[src/rtl/cpu_dbg_pkg.sv]
// Shared types and instruction encodings for the CPU step controller.
// Define STEP_CTRL_ILLEGAL_HALT_EN to also halt on all-zero/all-one instruction words.
package cpu_dbg_pkg;

    typedef enum logic [1:0] {
        PAUSED = 2'd0,
        STEP   = 2'd1,
        RUN    = 2'd2,
        HALT   = 2'd3
    } step_state_t;

    localparam logic [31:0] EBREAK_INSTR = 32'h00100073;
    localparam logic [31:0] ILLEGAL_ZERO = 32'h00000000;
    localparam logic [31:0] ILLEGAL_ONES = 32'hFFFFFFFF;

    // Encodings that stop the CPU instead of being executed.
    function automatic logic instr_halts(input logic [31:0] word);
`ifdef STEP_CTRL_ILLEGAL_HALT_EN
        return (word == EBREAK_INSTR) || (word == ILLEGAL_ZERO) || (word == ILLEGAL_ONES);
`else
        return (word == EBREAK_INSTR);
`endif
    endfunction

endpackage

[src/rtl/btn_debouncer.sv]
// Synchronizes and debounces an active-low push-button and emits a
// one-cycle event on each accepted released-to-pressed transition.
module btn_debouncer #(
    parameter int DEBOUNCE_CYCLES = 500000
) (
    input  logic clk,
    input  logic rst_n,
    input  logic btn_n,
    output logic pressed,
    output logic press_evt
);

    localparam int CW = $clog2(DEBOUNCE_CYCLES + 1);

    logic          sync1_reg;
    logic          sync2_reg;
    logic          level_reg;   // debounced button level, 1 = released
    logic [CW-1:0] cnt_reg;
    logic          evt_reg;

    always_ff @(posedge clk or negedge rst_n) begin
        if (!rst_n) begin
            sync1_reg <= 1'b1;
            sync2_reg <= 1'b1;
            level_reg <= 1'b1;
            cnt_reg   <= '0;
            evt_reg   <= 1'b0;
        end else begin
            sync1_reg <= btn_n;
            sync2_reg <= sync1_reg;
            evt_reg   <= 1'b0;
            // A new level is accepted only after DEBOUNCE_CYCLES consecutive differing samples.
            if (sync2_reg == level_reg) begin
                cnt_reg <= '0;
            end else if (cnt_reg == CW'(DEBOUNCE_CYCLES - 1)) begin
                level_reg <= sync2_reg;
                cnt_reg   <= '0;
                evt_reg   <= ~sync2_reg;
            end else begin
                cnt_reg <= cnt_reg + 1'b1;
            end
        end
    end

    assign pressed   = ~level_reg;
    assign press_evt = evt_reg;

endmodule

[src/rtl/cpu_step_controller.sv]
// Generates the CPU clock-enable from the board clock: single-step, divided
// free-run, PC breakpoint pause and halt (STEP_CTRL_ILLEGAL_HALT_EN widens halt).
module cpu_step_controller
    import cpu_dbg_pkg::*;
#(
    parameter int DEBOUNCE_CYCLES = 500000,
    parameter int RUN_DIV         = 5000000
) (
    input  logic        clk,
    input  logic        rst_n,
    input  logic        step_btn_n,
    input  logic        run_sw,
    input  logic        bp_en,
    input  logic [31:0] bp_addr,
    input  logic [31:0] pc_addr,
    input  logic [31:0] instr,
    output logic        cpu_ce,
    output logic        halted,
    output logic [1:0]  state,
    output logic [31:0] step_count
);

    localparam int DW = $clog2(RUN_DIV + 1);

    step_state_t   state_reg;
    logic [DW-1:0] div_reg;
    logic [31:0]   count_reg;
    logic          halted_reg;

    logic btn_pressed;
    logic press_evt;
    logic step_req;
    logic is_halt;
    logic is_bp;
    logic terminal;
    logic run_fire;

    btn_debouncer #(
        .DEBOUNCE_CYCLES(DEBOUNCE_CYCLES)
    ) u_debouncer (
        .clk      (clk),
        .rst_n    (rst_n),
        .btn_n    (step_btn_n),
        .pressed  (btn_pressed),
        .press_evt(press_evt)
    );

    assign step_req = press_evt && btn_pressed;
    assign is_halt  = instr_halts(instr);
    assign is_bp    = bp_en && (pc_addr == bp_addr);
    assign terminal = (div_reg == DW'(RUN_DIV - 1));

    // The RUN pulse is decided in the terminal cycle itself so halt/breakpoint
    // always see the PC the pulse would commit, even when RUN_DIV is 1.
    assign run_fire = (state_reg == RUN) && run_sw && terminal && !is_halt && !is_bp;
    assign cpu_ce   = (state_reg == STEP) || run_fire;

    always_ff @(posedge clk or negedge rst_n) begin
        if (!rst_n) begin
            state_reg  <= PAUSED;
            div_reg    <= '0;
            count_reg  <= '0;
            halted_reg <= 1'b0;
        end else begin
            case (state_reg)
                PAUSED: begin
                    if (run_sw) begin
                        state_reg <= RUN;
                        div_reg   <= '0;
                    end else if (step_req) begin
                        if (is_halt) begin
                            state_reg  <= HALT;
                            halted_reg <= 1'b1;
                        end else begin
                            state_reg <= STEP;
                        end
                    end
                end
                STEP: state_reg <= PAUSED;
                RUN: begin
                    if (!run_sw) begin
                        state_reg <= PAUSED;
                        div_reg   <= '0;
                    end else if (terminal) begin
                        div_reg <= '0;
                        if (is_halt) begin
                            state_reg  <= HALT;
                            halted_reg <= 1'b1;
                        end else if (is_bp) begin
                            state_reg <= PAUSED;
                        end
                    end else begin
                        div_reg <= div_reg + 1'b1;
                    end
                end
                HALT: halted_reg <= 1'b1;
                default: state_reg <= PAUSED;
            endcase

            if (cpu_ce && (count_reg != 32'hFFFFFFFF)) begin
                count_reg <= count_reg + 32'd1;
            end
        end
    end

    assign halted     = halted_reg;
    assign state      = state_reg;
    assign step_count = count_reg;

endmodule
[config.mk]
export PLATFORM = sky130hd
export DESIGN_NAME = cpu_step_controller
export DESIGN_NICKNAME = d
export VERILOG_FILES = /design/src/rtl/cpu_dbg_pkg.sv /design/src/rtl/btn_debouncer.sv /design/src/rtl/cpu_step_controller.sv
export SDC_FILE = /design/constraint.sdc
export NUM_CORES = 1
export LEC_CHECK = 0
export ABC_AREA = 1
export BUFFER_PORTS_ARGS = -buffer_cell sky130_fd_sc_hd__buf_2
export CAP_MARGIN = 20
export CELL_PAD_IN_SITES_DETAIL_PLACEMENT = 1
export CELL_PAD_IN_SITES_GLOBAL_PLACEMENT = 2
export CORE_UTILIZATION = 27
export DETAILED_ROUTE_END_ITERATION = 7
export PLACE_DENSITY = 0.8
export SYNTH_ARGS = -nofsm -noshare
export SYNTH_HDL_FRONTEND = slang
export SYNTH_SLANG_ARGS = --single-unit
export TNS_END_PERCENT = 100
[constraint.sdc]
create_clock -name clk -period 1.9 [get_ports clk]
set_input_delay 0.095 -clock clk [delete_from_list [all_inputs] [get_ports clk]]
set_output_delay 0.095 -clock clk [all_outputs]
set_load 0.1 [all_outputs]
==> results.cfg <==
[logic_synthesis]
synth_edf_count = 0
mappedNetlistArea_mm2 = 0.00566
post_synth.cell_area_avg_um2 = 7.25
synthTopCellsByCount = nand2_1 (218), inv_1 (106), nor2_1 (93)
synth-async-reset-ratio_pct = 100
synth_nets = 890
ys.warnings.count = 0
synth-main-ff-cell = dfrtp_1
netlist_top_cells_area = dfrtp_1 (35%), nand2_1 (14%), inv_1 (7.0%)
most_instantiated_library_cell_after_synthesis = nand2_1
unique_cell_type_count_in_the_yosys_netlist = 40
ys_seq_elements = 81
synth-seq-area-share_pct = 35.9
top_cell_type_by_total_area_after_synthesis = dfrtp_1
synthesis.instances = 780
synth_top_area_share_pct = 34.5

[sta]
post-route-period-util_pct = 106
slew_headroom_pct = 66.0
worst_slew_pin_slew_ps = 513
grt_setup_unrepaired = yes
report.final.hold_viol_count = 0
fin_worst_skew_ps = 5.66
period_needed_ps = 2020
finalMaxSlewViolations = 0
fin_hold_ws_ps = 151
layout_setup_ws_ps = -119
setup_viol = 19
fmax_mhz = 495

[global_routing]
initial_antenna_violation_count = 0
pin_count_of_the_biggest_net_entering_global_routing = 54
grt_util_all_layers_pct = 16.7
grt_pass1_wl_mm = 29.0
first_global_vias = 6003
grt_remaining_overflow = 0

[cts]
numCtsBuffers = 9
cts_htree_levels = 3
cts_sinks = 81
cts.clk_slew.worst_paths_ps = 60
clock_insertion_delay_worst_skew_ps = 350
cts_buffer_depth = 2
cts_tree = built
cts_root_buffer = clkbuf_16

[floorplanning]
die_h_um = 147
core_region_area_mm2 = 0.0204
initial_utilization_pct = 27.8
design.portCount = 137
floorplan.die_area_mm2 = 0.0215
site_rows = 52
die_width_um = 147

[route]
wl_per_cell_um = 14.0
drt_iter0_drc = 201
drt-pass1-iter-count = 4
met1_length_mm = 8.01
drt_drc_violations_left = 0
routed_wl_mm = 17.9
detailroute.via_count = 5821
dr_wl_met3_um = 472
highest_routed_layer = met4
viasPerCell = 4.56
dr_wl_met2_mm = 9.09
remaining_number_of_nets_flagged_by_the_antenna_check_after_routing = 0

[layout]
core_util_final_pct = 40.0
area_delta_synth_final_pct = 43.9
share_of_cells_above_drive_strength_1_pct = 37.3
final_area_mm2 = 0.00814
final_cells = 1277
nets = 1112
number_of_antenna_repair_diodes = 0
largest_reg_flops = 32

[pwr]
power_density_mw_per_mm2 = 818
fin_total_pwr_mw = 6.66
p_leak_nw = 3.97
vdd_ir_drop_max_mv = 0.697

[setup_path]
critPathKind = flip-flop to output pin
worst_ep_required_time_ps = 1800
cpMostUsedCell = buf_12
kind_of_end_point_of_the_critical_path = output pin
master_of_the_slowest_instance_on_the_critical_path = dfrtp_1
worstPathMaxFanout = 3
critical_path.max_stage_delay_ps = 400
worst-endpoint-arrival_ps = 1920
cp_cell_sequence = inv_1, nand3_1, nor2_2, nand3_2, nor3_2, nand2_1, nand2_4, buf_12, buf_12
setup.worst_path.start_class = flip-flop

[min_path]
timing.hold.worst.class = input pin to flip-flop

[placement]
post-place-cells = 1228
dpl-instance-area_mm2 = 0.00720
numPortBuffers = 136
dp_hpwl_mm = 13.0
gpl.final_weighted_congestion = 0.824

[outcome]
outcome = finished, violations left
failing_checks = setup timing

[run]
maxCapViolations = 0
==> layer usage <==
| metal | vias to the layer above | GRT usage, % |
|---|---|---|
| met5 | - | 0 |
| met1 | 2791 | 20.9 |
| met3 | 21 | 2.61 |
| li1 | 2922 | - |
| met4 | 0 | 5.26 |
| met2 | 87 | 29.4 |
==> stage by stage <==
stage	setup slack, ps	setup TNS, ps
6_report	-119	-400
5_1_grt	-256	-4960
4_1_cts	-152	-515
3_5_place_dp	-155	-3440
3_3_place_gp	-68.7	-1500
2_1_floorplan	-99.3	-992
==> worst paths after layout <==
kind / slack (ps) / to / cells past startpoint / from
worst max-delay path: -120 / cpu_ce / 9 / div_reg[20]$_DFFE_PN0P_
worst min-delay path: 150 / div_reg[0]$_DFFE_PN0P_ / 3 / run_sw
worst max register to register: -60 / step_count[9]$_DFFE_PN0P_ / 12 / div_reg[20]$_DFFE_PN0P_
worst min register to register: 360 / u_debouncer.sync2_reg$_DFF_PN1_ / 0 / u_debouncer.sync1_reg$_DFF_PN1_
max in group asynchronous: 1250 / step_count[1]$_DFFE_PN0P_ / 3 / rst_n
min in group asynchronous: 260 / step_count[16]$_DFFE_PN0P_ / 3 / rst_n
==> timing repair <==
| action | in CTS | in global routing |
|---|---|---|
| pin swaps | 6 | 32 |
| resized for setup | 16 | 56 |
| endpoints found under the hold margin | 79 | 0 |
| endpoints found under the setup margin | 39 | 50 |
| gates cloned | 2 | 3 |
| setup buffers | 11 | 15 |
| hold buffers | 2 | 0 |
==> placed cells by master (no fill, tap or decap), drive strengths merged, types with 17 or more instances in the layout <==
master | netlist | final
dfrtp | 78 | 78
nand4 | 18 | 18
buf | 10 | 215
nor2 | 101 | 101
a21oi | 20 | 20
xor2 | 23 | 23
o21ai | 17 | 17
xnor2 | 31 | 31
inv | 109 | 109
nor3 | 41 | 41
nand2 | 225 | 228
nand3 | 74 | 74
==> cell type report <==
type                       count  area [um2]
clock buffer                  10         229
clock inverter                 6        82.6
fill                        2554       12200
inverter                     110         425
multi-input combinational    582        3470
sequential                    81        2100
tap                          270         338
timing repair buffer         218        1490
==> worst max-delay path: cells and delay by family (launching register included) <==
family	cells	cell delay (ps)
AND/OR/NAND/NOR	6	790
flip-flops	1	400
buffers and inverters	3	370
==> cells by family (layout without fill, tap and decap cells) <==
family,count (synthesis),after routing,share of synthesized area [%]
buf+inv,120,344,9.20
compound gates,47,47,4.58
flops,81,81,35.9
fa+ha+maj,9,9,1.99
simple gates,469,472,40.0
xor+xnor,54,54,8.36
==> power breakdown <==
part	leakage, nW	switching [mW]	total, mW	internal, mW
Sequential	1.05	0.116	1.97	1.85
Clock	0.152	0.745	1.89	1.15
Combinational	2.77	1.71	2.80	1.09
Total	3.97	2.57	6.66	4.09
No activity file was read; power rests on OpenSTA's default activity.
